===== config.mk =====
export PLATFORM = sky130hd
export DESIGN_NAME = mode_controller
export DESIGN_NICKNAME = d
export VERILOG_FILES = /design/src/rtl/mode_ctrl_pkg.sv /design/src/rtl/mode_controller_push_edge.sv /design/src/rtl/mode_controller.sv
export SDC_FILE = /design/constraint.sdc
export NUM_CORES = 1
export LEC_CHECK = 0
export BUFFER_PORTS_ARGS = -buffer_cell sky130_fd_sc_hd__buf_2
export CORE_UTILIZATION = 40
export CTS_CLUSTER_DIAMETER = 50
export DETAILED_ROUTE_END_ITERATION = 6
export PLACE_DENSITY = 0.75
export SYNTH_ARGS = -nofsm -noshare
export SYNTH_HDL_FRONTEND = slang
export SYNTH_HIERARCHICAL = 1
export SYNTH_SLANG_ARGS = --single-unit
export TNS_END_PERCENT = 100

===== constraint.sdc =====
create_clock -name clk -period 1 [get_ports clk]
set_input_delay 0.05 -clock clk [delete_from_list [all_inputs] [get_ports clk]]
set_output_delay 0.05 -clock clk [all_outputs]
set_load 0.005 [all_outputs]

===== src/rtl/mode_ctrl_pkg.sv =====
// Shared encodings for the digital-clock mode controller: state codes,
// display-select codes and the meaning of each spdt_mode bit.
package mode_ctrl_pkg;

    typedef enum logic [2:0] {
        ST_CLOCK  = 3'd0,
        ST_TSET   = 3'd1,
        ST_ASET   = 3'd2,
        ST_SWATCH = 3'd3,
        ST_RING   = 3'd4
    } mode_state_t;

    // disp_sel codes deliberately match the state codes
    localparam logic [2:0] DISP_CLOCK  = 3'd0;
    localparam logic [2:0] DISP_TSET   = 3'd1;
    localparam logic [2:0] DISP_ASET   = 3'd2;
    localparam logic [2:0] DISP_SWATCH = 3'd3;
    localparam logic [2:0] DISP_GAME   = 3'd4;

    // spdt_mode bit positions (board spdt[14:11])
    localparam int SW_TSET     = 3;
    localparam int SW_ASET     = 2;
    localparam int SW_SWATCH   = 1;
    localparam int SW_ALARM_EN = 0;

    // Mode requested by the slide switches, fixed priority TSET > ASET > SWATCH
    function automatic mode_state_t switch_target(input logic [3:0] sw);
        if (sw[SW_TSET])        return ST_TSET;
        else if (sw[SW_ASET])   return ST_ASET;
        else if (sw[SW_SWATCH]) return ST_SWATCH;
        else                    return ST_CLOCK;
    endfunction

endpackage


===== src/rtl/mode_controller_push_edge.sv =====
// Rising-edge detector for the push buttons. The history register resets to
// all ones so a button held through reset does not pulse when reset lifts.
module push_edge #(
    parameter int PUSH_W = 5
) (
    input  logic              clk,
    input  logic              rst,
    input  logic [PUSH_W-1:0] push,
    output logic [PUSH_W-1:0] rise
);

    logic [PUSH_W-1:0] push_q;

    // remember last cycle's button levels
    always_ff @(posedge clk) begin
        if (rst) push_q <= '1;
        else     push_q <= push;
    end

    assign rise = push & ~push_q;

endmodule


===== src/rtl/mode_controller.sv =====
// Digital-clock mode sequencer: picks which service owns the buttons and
// display, and routes single-cycle button pulses to that owner only.
// Optional feature: define MODE_RING_TIMEOUT_EN to stop an unanswered alarm
// after RING_TIMEOUT tick_1hz pulses.
module mode_controller
    import mode_ctrl_pkg::*;
#(
    parameter int PUSH_W       = 5,
    parameter int RING_TIMEOUT = 60
) (
    input  logic              clk,
    input  logic              rst,
    input  logic              tick_1hz,
    input  logic [PUSH_W-1:0] push,
    input  logic [3:0]        spdt_mode,
    input  logic              alarm_match,
    input  logic              game_clear,
    output logic [PUSH_W-1:0] push_time,
    output logic [PUSH_W-1:0] push_alarm,
    output logic [PUSH_W-1:0] push_sw,
    output logic [PUSH_W-1:0] push_game,
    output logic              time_edit_en,
    output logic              alarm_edit_en,
    output logic              ringing,
    output logic [2:0]        disp_sel
);

    mode_state_t       state, state_nxt, target;
    logic [PUSH_W-1:0] rise;
    logic              timeout;
    logic              ring_entry;

    push_edge #(.PUSH_W(PUSH_W)) u_push_edge (
        .clk  (clk),
        .rst  (rst),
        .push (push),
        .rise (rise)
    );

    assign ring_entry = (state_nxt == ST_RING) && (state != ST_RING);

`ifdef MODE_RING_TIMEOUT_EN
    localparam int CNT_W = $clog2(RING_TIMEOUT + 1);
    logic [CNT_W-1:0] ring_cnt;

    // count seconds spent ringing; saturates at the timeout value
    always_ff @(posedge clk) begin
        if (rst)
            ring_cnt <= '0;
        else if (ring_entry)
            ring_cnt <= '0;
        else if (state == ST_RING && tick_1hz && ring_cnt != CNT_W'(RING_TIMEOUT))
            ring_cnt <= ring_cnt + 1'b1;
    end

    assign timeout = (state == ST_RING) && (ring_cnt == CNT_W'(RING_TIMEOUT));
`else
    logic unused_cfg;
    assign unused_cfg = tick_1hz ^ RING_TIMEOUT[0];
    assign timeout    = 1'b0;
`endif

    // state register
    always_ff @(posedge clk) begin
        if (rst) state <= ST_CLOCK;
        else     state <= state_nxt;
    end

    // next state: switches rule except while ringing; alarm preempts CLOCK/SWATCH
    always_comb begin
        target    = switch_target(spdt_mode);
        state_nxt = target;
        case (state)
            ST_RING: begin
                if (game_clear || !spdt_mode[SW_ALARM_EN] || timeout)
                    state_nxt = target;
                else
                    state_nxt = ST_RING;
            end
            ST_CLOCK, ST_SWATCH: begin
                if (alarm_match && spdt_mode[SW_ALARM_EN])
                    state_nxt = ST_RING;
            end
            default: state_nxt = target;
        endcase
    end

    // route button edges to the current owner; drop them on a mode change
    always_ff @(posedge clk) begin
        if (rst) begin
            push_time  <= '0;
            push_alarm <= '0;
            push_sw    <= '0;
            push_game  <= '0;
        end else begin
            push_time  <= '0;
            push_alarm <= '0;
            push_sw    <= '0;
            push_game  <= '0;
            if (state_nxt == state) begin
                case (state)
                    ST_TSET:   push_time  <= rise;
                    ST_ASET:   push_alarm <= rise;
                    ST_SWATCH: push_sw    <= rise;
                    ST_RING:   push_game  <= rise;
                    default:   ;
                endcase
            end
        end
    end

    assign time_edit_en  = (state == ST_TSET);
    assign alarm_edit_en = (state == ST_ASET);
    assign ringing       = (state == ST_RING);
    assign disp_sel      = state;

endmodule

==> results.sh, run 1 <==
export IMPL_detail_route_first_pass_iterations=4
export IMPL_numPlacedInstances=154
export IMPL_timing_final_ws_setup_ns=-0.163
export IMPL_die_area_um2=2500
export IMPL_setup_viol_count_final=22
export IMPL_timing_setup_critical_path_class="reg -> reg"
export IMPL_clk_latency_ns=0.32
export IMPL_vdd_ir_drop_worst_mv=1.68
export IMPL_hpwl_um=1370
export IMPL_worstSetupEndpointType="flip-flop"
export IMPL_final_net_count=152
export IMPL_cts_max_level=1
export IMPL_final_cells=164
export IMPL_cp_startpoint="disp_sel[2]$_SDFF_PP0_"
export IMPL_total_power_uw=2070
export IMPL_chip_height_um=50.0
export IMPL_rsz_0062_raised_after_global_routing="true"
export IMPL_fmax_ghz=0.860
export IMPL_floorplan_rows=16
export IMPL_mappedNetlistArea_um2=920
export IMPL_area_of_the_core_um2=2060
export IMPL_final_max_slew_violation_count=0
export IMPL_max_cap_violations=0
export IMPL_drive_gt1_share_pct=48.2
export IMPL_cts_tree="yes"
export IMPL_fillerInstances=165
export IMPL_final_period_minus_worst_setup_slack_ns=1.16
export IMPL_place_area_um2=1180
export IMPL_final_common_cell="sky130_fd_sc_hd__buf_2"
export IMPL_cells_after_synthesis=86
export IMPL_crit_path_top_delay_cell="sky130_fd_sc_hd__or4_4"
export IMPL_first_global_vias=742
export IMPL_fin_setup_tns_ns=-1.88
export IMPL_cts_buffers_inserted=3
export IMPL_route_detailed_drc=0
export IMPL_drtIter0Drc=8
export IMPL_wl_per_cell_um=11.6
export IMPL_worst_pin_slew_ns=0.375
export IMPL_design_area_um2=1380
export IMPL_failed_checks="setup timing"
export IMPL_seqCellArea_um2=572
export IMPL_path_clk_slew_ns=0.14
export IMPL_multi_input_area_um2=417
export IMPL_count_of_buffers_inserted_at_the_top_level_ports=38
export IMPL_die_boundary_width_um=50.0
export IMPL_routabilityCongestion=0.717
export IMPL_route_final_wire_length_um=1910
export IMPL_synth_top_cell_by_area="sky130_fd_sc_hd__dfxtp_1"
export IMPL_io_pins=40
export IMPL_finalClockSkew_ns=0.00608
export IMPL_timing_critical_path_slowest_cell_delay_ns=0.46
export IMPL_via_count=743
export IMPL_clk_root_buffer_cell="sky130_fd_sc_hd__clkbuf_4"
export IMPL_grt_ovfl_total=0
export IMPL_clock_sink_count=28
export IMPL_synth_top_area_share_pct=61.0
export IMPL_yosys_cell_types_count=21
export IMPL_crit_fanout=7
export IMPL_antenna_left=0
export IMPL_antenna_cells_inserted=0
export IMPL_initial_cell_density_of_the_core_pct=44.6
export IMPL_slew_limit_headroom_pct=75.0
export IMPL_grt_max_degree=17
export IMPL_cts_root_to_sink_buffers=2
export IMPL_syn2layout_area_growth_pct=49.5
export IMPL_layout_cells_most_common_list="sky130_fd_sc_hd__buf_2 (37), sky130_fd_sc_hd__dfxtp_1 (25), sky130_fd_sc_hd__nor2_1 (16)"
export IMPL_initial_antenna_violation_count=0
export IMPL_arrival_ns=1.44
export IMPL_power_leakage_uw=0.000630
export IMPL_groute_usage_overall_pct=16.5
export IMPL_status="complete, but fails checks"
export IMPL_mappedNetlistNets=100
export IMPL_ys_seq_elements=28
export IMPL_grt_pass1_wl_um=3080
export IMPL_syn_mean_instance_area_um2=10.7
export IMPL_timing_critical_path_required_ns=1.28
export IMPL_routed_via_density=4.53
export IMPL_power_density_nw_per_um2=1500
export IMPL_hp_class="in -> reg"
export IMPL_crit_path_cell_trace="nand2b_4 -> or4_4 -> nor2_2"
export IMPL_min_period_over_period_pct=116
export IMPL_synth_yosys_seq_area_share_pct=61.0
export IMPL_reg2reg_from="disp_sel[2]$_SDFF_PP0_"
export IMPL_total_of_warnings_raised_by_yosys=6
export IMPL_timing_hold_violations_final=0
export IMPL_worst_hold_startpoint="rst"
export IMPL_synth_top_cells_by_area="sky130_fd_sc_hd__dfxtp_1 (61%), sky130_fd_sc_hd__nor2_1 (6.9%), sky130_fd_sc_hd__nand2b_1 (4.8%)"
export IMPL_timing_critical_path_from_type="flip-flop"
## path summary, 6_finish.rpt
| check | to | slack (ns) | depth (start not counted) |
|---|---|---|---|
| max | push_alarm[0]$_SDFF_PP0_ | -0.16 | 3 |
| min reg2reg | push_sw[0]$_SDFF_PP0_ | 0.53 | 2 |
| max reg2reg | push_alarm[0]$_SDFF_PP0_ | -0.16 | 3 |
| min | disp_sel[0]$_SDFF_PP0_ | 0.07 | 3 |
## layer usage
metal | GRT usage [%] | wire [um] | up-vias
met3 | 4.94 | 82 | 2
met1 | 17.4 | 823 | 339
met4 | 6.67 | 19 | 0
li1 | - | - | 380
met2 | 30.0 | 983 | 22
met5 | 0 | 0 | -
## what timing repair did
action	4_1_cts	5_1_grt
pin swaps	5	5
endpoints found under the setup margin	26	28
resized for setup	13	7
hold buffers	5	0
hold endpoints to repair	5	0
setup buffers	1	0
## synthesized netlist by cell type (all sizes together)
| master | count |
|---|---|
| and4 | 2 |
| dfxtp | 28 |
| a21oi | 1 |
| nor4 | 1 |
| nand2 | 2 |
| a2111oi | 1 |
| or2 | 5 |
| or4 | 1 |
| o21ai | 1 |
| and2 | 5 |
| nor3 | 1 |
| and2b | 1 |
| nand3b | 1 |
| nor2b | 5 |
| nor4b | 1 |
| inv | 2 |
| nor3b | 2 |
| nor2 | 17 |
| nand2b | 8 |
| o21ba | 1 |
## kinds of logic after synthesis
logic type | after synthesis | share of synthesized area [%]
flip-flops | 28 | 61.0
buffers and inverters | 2 | 0.817
AO/OA/AOI/OAI | 4 | 5.17
AND/OR/NAND/NOR | 52 | 33.1
## sequential cells by signal (all words and copies together), names as in the netlist
name,flops
push_alarm,5
push_sw,5
disp_sel,3
u_push_edge/push_q,5
push_game,5
push_time,5
## worst max-delay path: cells and delay by family, from the launching register on
kind          cells  cell delay [ns]
flops             1             0.40
simple gates      3             0.72
## power by group
| group | leakage [uW] | switching [uW] | internal (uW) |
|---|---|---|---|
| clock network | 0.0000279 | 307 | 405 |
| registers | 0.000230 | 23.3 | 1130 |
| logic | 0.000372 | 81.7 | 118 |
| total | 0.000630 | 412 | 1660 |
## through the flow
step           hold slack (ns)  setup slack (ns)  util (%)
6_report                0.0734            -0.163      66.7
5_1_grt                 0.0781            -0.233      66.7
4_1_cts                 0.0514            -0.152      65.1
3_5_place_dp             0.246            -0.127      57.3
3_3_place_gp             0.239           -0.0867      57.3
2_1_floorplan            0.114           -0.0673         -
## final cells by class
cell class | instances | area share, %
clock buffers | 3 | 1.64
clock inverters | 1 | 2.18
inverters | 2 | 0.546
multi-input cells | 56 | 30.3
flip-flops and latches | 28 | 41.6
well taps | 27 | 2.46
repair buffers | 47 | 21.3
(Power assumes the default switching activity.)
==> run 2, diff against run 1 <==
--- a/config.mk
+++ b/config.mk
@@ -5,11 +5,11 @@
 export SDC_FILE = /design/constraint.sdc
 export NUM_CORES = 1
 export LEC_CHECK = 0
-export BUFFER_PORTS_ARGS = -buffer_cell sky130_fd_sc_hd__buf_2
 export CORE_UTILIZATION = 40
 export CTS_CLUSTER_DIAMETER = 50
 export DETAILED_ROUTE_END_ITERATION = 6
-export PLACE_DENSITY = 0.75
+export DONT_BUFFER_PORTS = 1
+export PLACE_DENSITY = 0.59
 export SYNTH_ARGS = -nofsm -noshare
 export SYNTH_HDL_FRONTEND = slang
 export SYNTH_HIERARCHICAL = 1
==> run 2 against run 1 <==
  * The run still ends with setup timing left
  * Register-to-register slack got worse by 0.04 ns
  * Fmax fell by 4.5%
  * Count of clock-buffer cells in the layout did not move
  * Critical endpoint is now ringing
  * Final area fell by 8.4%
  * Worst hold slack got worse by 0.068 ns
  * Critical path type is now reg -> out
  * Critical path depth did not move
  * Clock power rose by 1%
  * Core utilization fell by 5.6 points
  * Via count fell by 7.7%
  * Non-clock buffer count fell by 26
  * Die area did not move
==> results.sh, run 2 (synthesis gave the netlist of run 1 again) <==
export IMPL_status="complete, but fails checks"
export IMPL_failed_checks="setup timing"
export IMPL_numPlacedInstances=120
export IMPL_reg2reg_from="disp_sel[2]$_SDFF_PP0_"
export IMPL_drive_gt1_share_pct=26.1
export IMPL_busiest_layer="met2"
export IMPL_timing_setup_critical_path_class="reg -> out"
export IMPL_initial_antenna_violation_count=0
export IMPL_finalHoldWorstSlack_ns=0.00572
export IMPL_worstSetupEndpointType="primary output"
export IMPL_timing_final_ws_setup_ns=-0.219
export IMPL_rsz_0062_raised_after_global_routing="true"
export IMPL_die_area_um2=2500
export IMPL_global_route_usage_met1_pct=17.9
export IMPL_io_pins=40
export IMPL_cts_max_level=1
export IMPL_timing_critical_path_from_type="flip-flop"
export IMPL_worst_pin_slew_ns=0.382
export IMPL_first_global_vias=628
export IMPL_hold_path_depth=2
export IMPL_grt_met2_usage_pct=26.4
export IMPL_worst_hold_startpoint="game_clear"
export IMPL_detail_route_first_pass_iterations=4
export IMPL_setup_viol_count_final=21
export IMPL_timing_critical_path_required_ns=0.95
export IMPL_wl_per_cell_um=13.9
export IMPL_clk_root_buffer_cell="sky130_fd_sc_hd__clkbuf_4"
export IMPL_cts_root_to_sink_buffers=2
export IMPL_place_area_um2=1010
export IMPL_pwr_share_comb_pct=8.7
export IMPL_worstRegToRegCells=3
export IMPL_die_boundary_width_um=50.0
export IMPL_power_share_sequential_pct=56.2
export IMPL_grt_met3_usage_pct=6.17
export IMPL_via_count=686
export IMPL_total_power_uw=2050
export IMPL_final_cells=138
export IMPL_count_of_buffers_inserted_at_the_top_level_ports=0
export IMPL_fillerInstances=174
export IMPL_route_detailed_drc=0
export IMPL_floorplan_rows=16
export IMPL_grt_max_degree=17
export IMPL_power_density_nw_per_um2=1630
export IMPL_layout_cells_most_common_list="sky130_fd_sc_hd__dfxtp_1 (25), sky130_fd_sc_hd__nor2_1 (16), sky130_fd_sc_hd__dlygate4sd3_1 (12)"
export IMPL_hp_class="in -> reg"
export IMPL_worst_r2r_setup_slack_ns=-0.20
export IMPL_drtIter0Drc=14
export IMPL_slew_limit_headroom_pct=74.5
export IMPL_crit_fanout=7
export IMPL_design_area_um2=1260
export IMPL_antenna_left=0
export IMPL_routed_via_density=4.97
export IMPL_power_share_switching_pct=19.7
export IMPL_cts_buffers_inserted=3
export IMPL_clk_latency_ns=0.32
export IMPL_power_internal_uw=1650
export IMPL_final_net_count=126
export IMPL_max_cap_violations=0
export IMPL_antenna_cells_inserted=0
export IMPL_chip_height_um=50.0
export IMPL_grt_ovfl_total=0
export IMPL_timing_hold_violations_final=0
export IMPL_fmax_ghz=0.821
export IMPL_routabilityCongestion=0.729
export IMPL_power_leakage_uw=0.000482
export IMPL_vdd_ir_drop_worst_mv=1.36
export IMPL_min_to="push_game[0]$_SDFF_PP0_"
export IMPL_grt_pass1_wl_um=2830
export IMPL_route_final_wire_length_um=1910
export IMPL_final_max_slew_violation_count=0
export IMPL_area_of_the_core_um2=2060
export IMPL_netSwitchingPower_uw=404
export IMPL_reg2reg_to="disp_sel[2]$_SDFF_PP0_"
export IMPL_syn2layout_area_growth_pct=37.0
export IMPL_min_period_over_period_pct=122
export IMPL_final_common_cell="sky130_fd_sc_hd__dfxtp_1"
export IMPL_final_period_minus_worst_setup_slack_ns=1.22
export IMPL_finalClockSkew_ns=0.00488
export IMPL_initial_cell_density_of_the_core_pct=44.6
export IMPL_groute_usage_overall_pct=15.5
export IMPL_power_clock_fraction_pct=35.1
export IMPL_path_clk_slew_ns=0.14
export IMPL_arrival_ns=1.17
export IMPL_clock_sink_count=28
export IMPL_cts_tree="yes"
export IMPL_hpwl_um=1230
run 2: cell types whose count changed in the layout (fill, tap and decap cells not counted), moves of 2 or more:
cell                            before  now
sky130_fd_sc_hd__and2_1              1    3
sky130_fd_sc_hd__and2_4              4    2
sky130_fd_sc_hd__nand2b_4            3    0
sky130_fd_sc_hd__buf_2              37    0
sky130_fd_sc_hd__nand2b_1            5    7
sky130_fd_sc_hd__buf_6               2    4
sky130_fd_sc_hd__buf_4               2    5
sky130_fd_sc_hd__dlygate4sd3_1       5   12
run 2: worst max path at each step:
stage	to	depth (start not counted)	slack [ns]	startpoint
after floorplan	push_alarm[0]$_SDFF_PP0_	3	-0.07	disp_sel[2]$_SDFF_PP0_
after global placement	push_alarm[0]$_SDFF_PP0_	3	-0.12	disp_sel[2]$_SDFF_PP0_
after detailed placement	push_alarm[1]$_SDFF_PP0_	3	-0.14	disp_sel[2]$_SDFF_PP0_
after CTS	ringing	3	-0.19	disp_sel[2]$_SDFF_PP0_
after global routing	ringing	3	-0.28	disp_sel[2]$_SDFF_PP0_
final	ringing	3	-0.22	disp_sel[2]$_SDFF_PP0_
run 2: metal layers:
metal	vias to the layer above	wire length, um
met2	29	975
met1	325	798
met3	4	99
met5	-	0
met4	0	39
li1	328	-
run 2: cell type report:
class	count	area [um2]	share of cell area, %
Clock buffer	3	22.5	1.79
Clock inverter	1	30.0	2.38
Inverter	2	7.51	0.596
Multi-Input combinational cell	56	392	31.1
Sequential cell	28	572	45.4
Tap cell	27	33.8	2.68
Timing Repair Buffer	21	203	16.1
run 2: metrics by stage:
stage	setup TNS (ns)	worst slack (ns)	util, %
6_report	-2.47	-0.219	61.1
3_5_place_dp	-1.75	-0.137	49.0
2_1_floorplan	-0.498	-0.0673	-
3_3_place_gp	-1.49	-0.119	49.0
4_1_cts	-1.81	-0.195	58.2
5_1_grt	-3.74	-0.278	61.1
run 2: critical path: stages (launching register included):
cell	delay (ns)
sky130_fd_sc_hd__dfxtp_4	0.42
sky130_fd_sc_hd__nor3b_4	0.20
sky130_fd_sc_hd__buf_4	0.14
sky130_fd_sc_hd__buf_6	0.09
run 2: power by group through the flow:
stage / logic (uW) / clock network (uW) / registers [uW]
detailed placement: 104 / 0 / 1180
global placement: 103 / 0 / 1180
finish: 179 / 720 / 1150
floorplan: 66.2 / 0 / 1180
global route: 191 / 775 / 1160
CTS: 157 / 735 / 1150
run 2: what timing repair did:
action | CTS | global route
endpoints found under the hold margin | 23 | 2
pin swaps | 6 | 3
gates resized for setup | 10 | 9
buffers inserted | 1 | 1
setup endpoints to repair | 26 | 27
hold buffers | 10 | 2
cloned | 0 | 0
==> run 3, diff against run 2 <==
--- a/config.mk
+++ b/config.mk
@@ -7,8 +7,11 @@
 export LEC_CHECK = 0
 export CORE_UTILIZATION = 40
 export CTS_CLUSTER_DIAMETER = 50
+export CTS_CLUSTER_SIZE = 8
 export DETAILED_ROUTE_END_ITERATION = 6
 export DONT_BUFFER_PORTS = 1
+export HOLD_SLACK_MARGIN = 0.12
+export MAX_ROUTING_LAYER = met4
 export PLACE_DENSITY = 0.59
 export SYNTH_ARGS = -nofsm -noshare
 export SYNTH_HDL_FRONTEND = slang
==> run 3 against run 2 <==
  * The flow still finishes with violations (setup timing)
  * Worst hold slack improved by 0.19 ns
  * Count of clock-buffer cells in the layout did not move
  * Sequential share of layout area fell by 0.95 points
  * Clock skew fell by 0.0012 ns
  * First-iteration DRC count fell by 7.1%
  * Register-to-register slack barely moved
  * Via count rose by 0.58%
  * Core utilization rose by 1.0 points
  * Combinational power rose by 4%
  * Setup slack improved by 0.011 ns
==> results.sh, run 3 (synthesis gave the netlist of run 1 again) <==
export IMPL_power_density_nw_per_um2=1600
export IMPL_worstSetupEndpointType="primary output"
export IMPL_io_pins=40
export IMPL_cts_max_level=1
export IMPL_grt_max_degree=17
export IMPL_worst_pin_slew_ns=0.371
export IMPL_die_boundary_width_um=50.0
export IMPL_hp_class="in -> reg"
export IMPL_timing_hold_violations_final=0
export IMPL_layout_cells_most_common_list="sky130_fd_sc_hd__dfxtp_1 (25), sky130_fd_sc_hd__nor2_1 (16), sky130_fd_sc_hd__dlygate4sd3_1 (14)"
export IMPL_hpwl_um=1230
export IMPL_crit_fanout=7
export IMPL_routed_via_density=4.89
export IMPL_arrival_ns=1.16
export IMPL_count_of_buffers_inserted_at_the_top_level_ports=0
export IMPL_worstRegToRegCells=3
export IMPL_initial_cell_density_of_the_core_pct=44.6
export IMPL_rsz_0062_raised_after_global_routing="true"
export IMPL_min_period_over_period_pct=121
export IMPL_final_common_cell="sky130_fd_sc_hd__dfxtp_1"
export IMPL_clk_root_buffer_cell="sky130_fd_sc_hd__clkbuf_4"
export IMPL_fmax_ghz=0.828
export IMPL_final_net_count=129
export IMPL_final_period_minus_worst_setup_slack_ns=1.21
export IMPL_route_detailed_drc=0
export IMPL_status="complete, but fails checks"
export IMPL_first_global_vias=636
export IMPL_groute_usage_overall_pct=16.4
export IMPL_multi_input_area_um2=385
export IMPL_detail_route_first_pass_iterations=4
export IMPL_drive_gt1_share_pct=26.3
export IMPL_path_clk_slew_ns=0.14
export IMPL_grt_pass1_wl_um=2920
export IMPL_area_of_the_core_um2=2060
export IMPL_timing_final_ws_setup_ns=-0.208
export IMPL_fillerInstances=162
export IMPL_final_cells=141
export IMPL_clk_latency_ns=0.32
export IMPL_route_final_wire_length_um=1930
export IMPL_seqCellArea_um2=569
export IMPL_max_cap_violations=0
export IMPL_numPlacedInstances=120
export IMPL_setup_viol_count_final=21
export IMPL_cts_tree="yes"
export IMPL_chip_height_um=50.0
export IMPL_drtIter0Drc=13
export IMPL_floorplan_rows=16
export IMPL_antenna_cells_inserted=0
export IMPL_vdd_ir_drop_worst_mv=1.40
export IMPL_timing_critical_path_from_type="flip-flop"
export IMPL_cts_buffers_inserted=3
export IMPL_wl_per_cell_um=13.7
export IMPL_clock_sink_count=28
export IMPL_power_leakage_uw=0.000508
export IMPL_die_area_um2=2500
export IMPL_slew_limit_headroom_pct=75.3
export IMPL_routabilityCongestion=0.738
export IMPL_grt_ovfl_total=0
export IMPL_finalClockSkew_ns=0.00367
export IMPL_timing_setup_critical_path_class="reg -> out"
export IMPL_total_power_uw=2050
export IMPL_antenna_left=0
export IMPL_failed_checks="setup timing"
export IMPL_hold_path_depth=3
export IMPL_finalHoldWorstSlack_ns=0.191
export IMPL_syn2layout_area_growth_pct=39.3
export IMPL_timing_critical_path_required_ns=0.95
export IMPL_initial_antenna_violation_count=0
export IMPL_cts_root_to_sink_buffers=2
export IMPL_via_count=690
export IMPL_final_max_slew_violation_count=0
-- run 3: changes by cell type in the layout (fill, tap and decap cells not counted), moves of 2 or more --
cell / previous run / this run
sky130_fd_sc_hd__and2_1: 3 / 0
sky130_fd_sc_hd__buf_6: 4 / 2
sky130_fd_sc_hd__and2_4: 2 / 5
sky130_fd_sc_hd__dlygate4sd3_1: 12 / 14
sky130_fd_sc_hd__dlymetal6s4s_1: 0 / 2
sky130_fd_sc_hd__nor3b_4: 2 / 0
sky130_fd_sc_hd__nor3b_2: 0 / 2
-- run 3: per-layer routing --
metal  global-route usage, %  share of wire [%]  up-vias  routed length [um]
met5                       -                  0        -                   0
met4                    4.29               0.78        0                  15
met3                    5.86                4.0        2                  77
met2                    27.7                 52       21                1000
met1                    18.3                 43      335                 831
li1                        -                  -      332                   -
-- run 3: power by group --
part	switching [uW]	leakage, uW	internal [uW]
combinational	75.5	0.000251	112
sequential	16.6	0.000229	1130
clock	307	0.0000279	405
-- run 3: cell type report --
| cell class | instances | share of cell area [%] |
|---|---|---|
| clock buffer | 3 | 1.76 |
| multi-input combinational | 56 | 30.1 |
| sequential | 28 | 44.4 |
| clock inverter | 1 | 2.34 |
| inverter | 2 | 0.586 |
| tap | 27 | 2.64 |
| timing repair buffer | 24 | 18.2 |
-- run 3: per-stage QoR --
step / utilization, % / instance area [um2] / setup WS, ns / setup TNS, ns
floorplan: - / 923 / -0.0673 / -0.498
global placement: 49.0 / 1010 / -0.119 / -1.49
detailed placement: 49.0 / 1010 / -0.137 / -1.75
CTS: 61.1 / 1260 / -0.195 / -2.61
global route: 62.1 / 1280 / -0.276 / -3.47
finish: 62.1 / 1280 / -0.208 / -2.16
-- run 3: worst paths after layout --
check	startpoint	endpoint	slack (ns)
setup reg to reg	disp_sel[2]$_SDFF_PP0_	disp_sel[1]$_SDFF_PP0_	-0.19
setup / recovery	disp_sel[2]$_SDFF_PP0_	ringing	-0.21
hold / removal	spdt_mode[1]	push_sw[0]$_SDFF_PP0_	0.19
hold reg to reg	u_push_edge/push_q[0]$_SDFF_PP1_	push_sw[0]$_SDFF_PP0_	0.55
-- run 3: repair_timing --
| item | in CTS | in global routing |
|---|---|---|
| setup endpoints to repair | 26 | 27 |
| pin swaps | 6 | 2 |
| hold buffers | 16 | 0 |
| buffers inserted | 1 | 0 |
| gates resized for setup | 10 | 7 |
| endpoints found under the hold margin | 28 | 0 |
-- run 3: worst max-delay path: stages (launching register included) --
cell	delay (ns)
sky130_fd_sc_hd__dfxtp_4	0.40
sky130_fd_sc_hd__nor3b_2	0.21
sky130_fd_sc_hd__buf_4	0.14
sky130_fd_sc_hd__buf_4	0.10
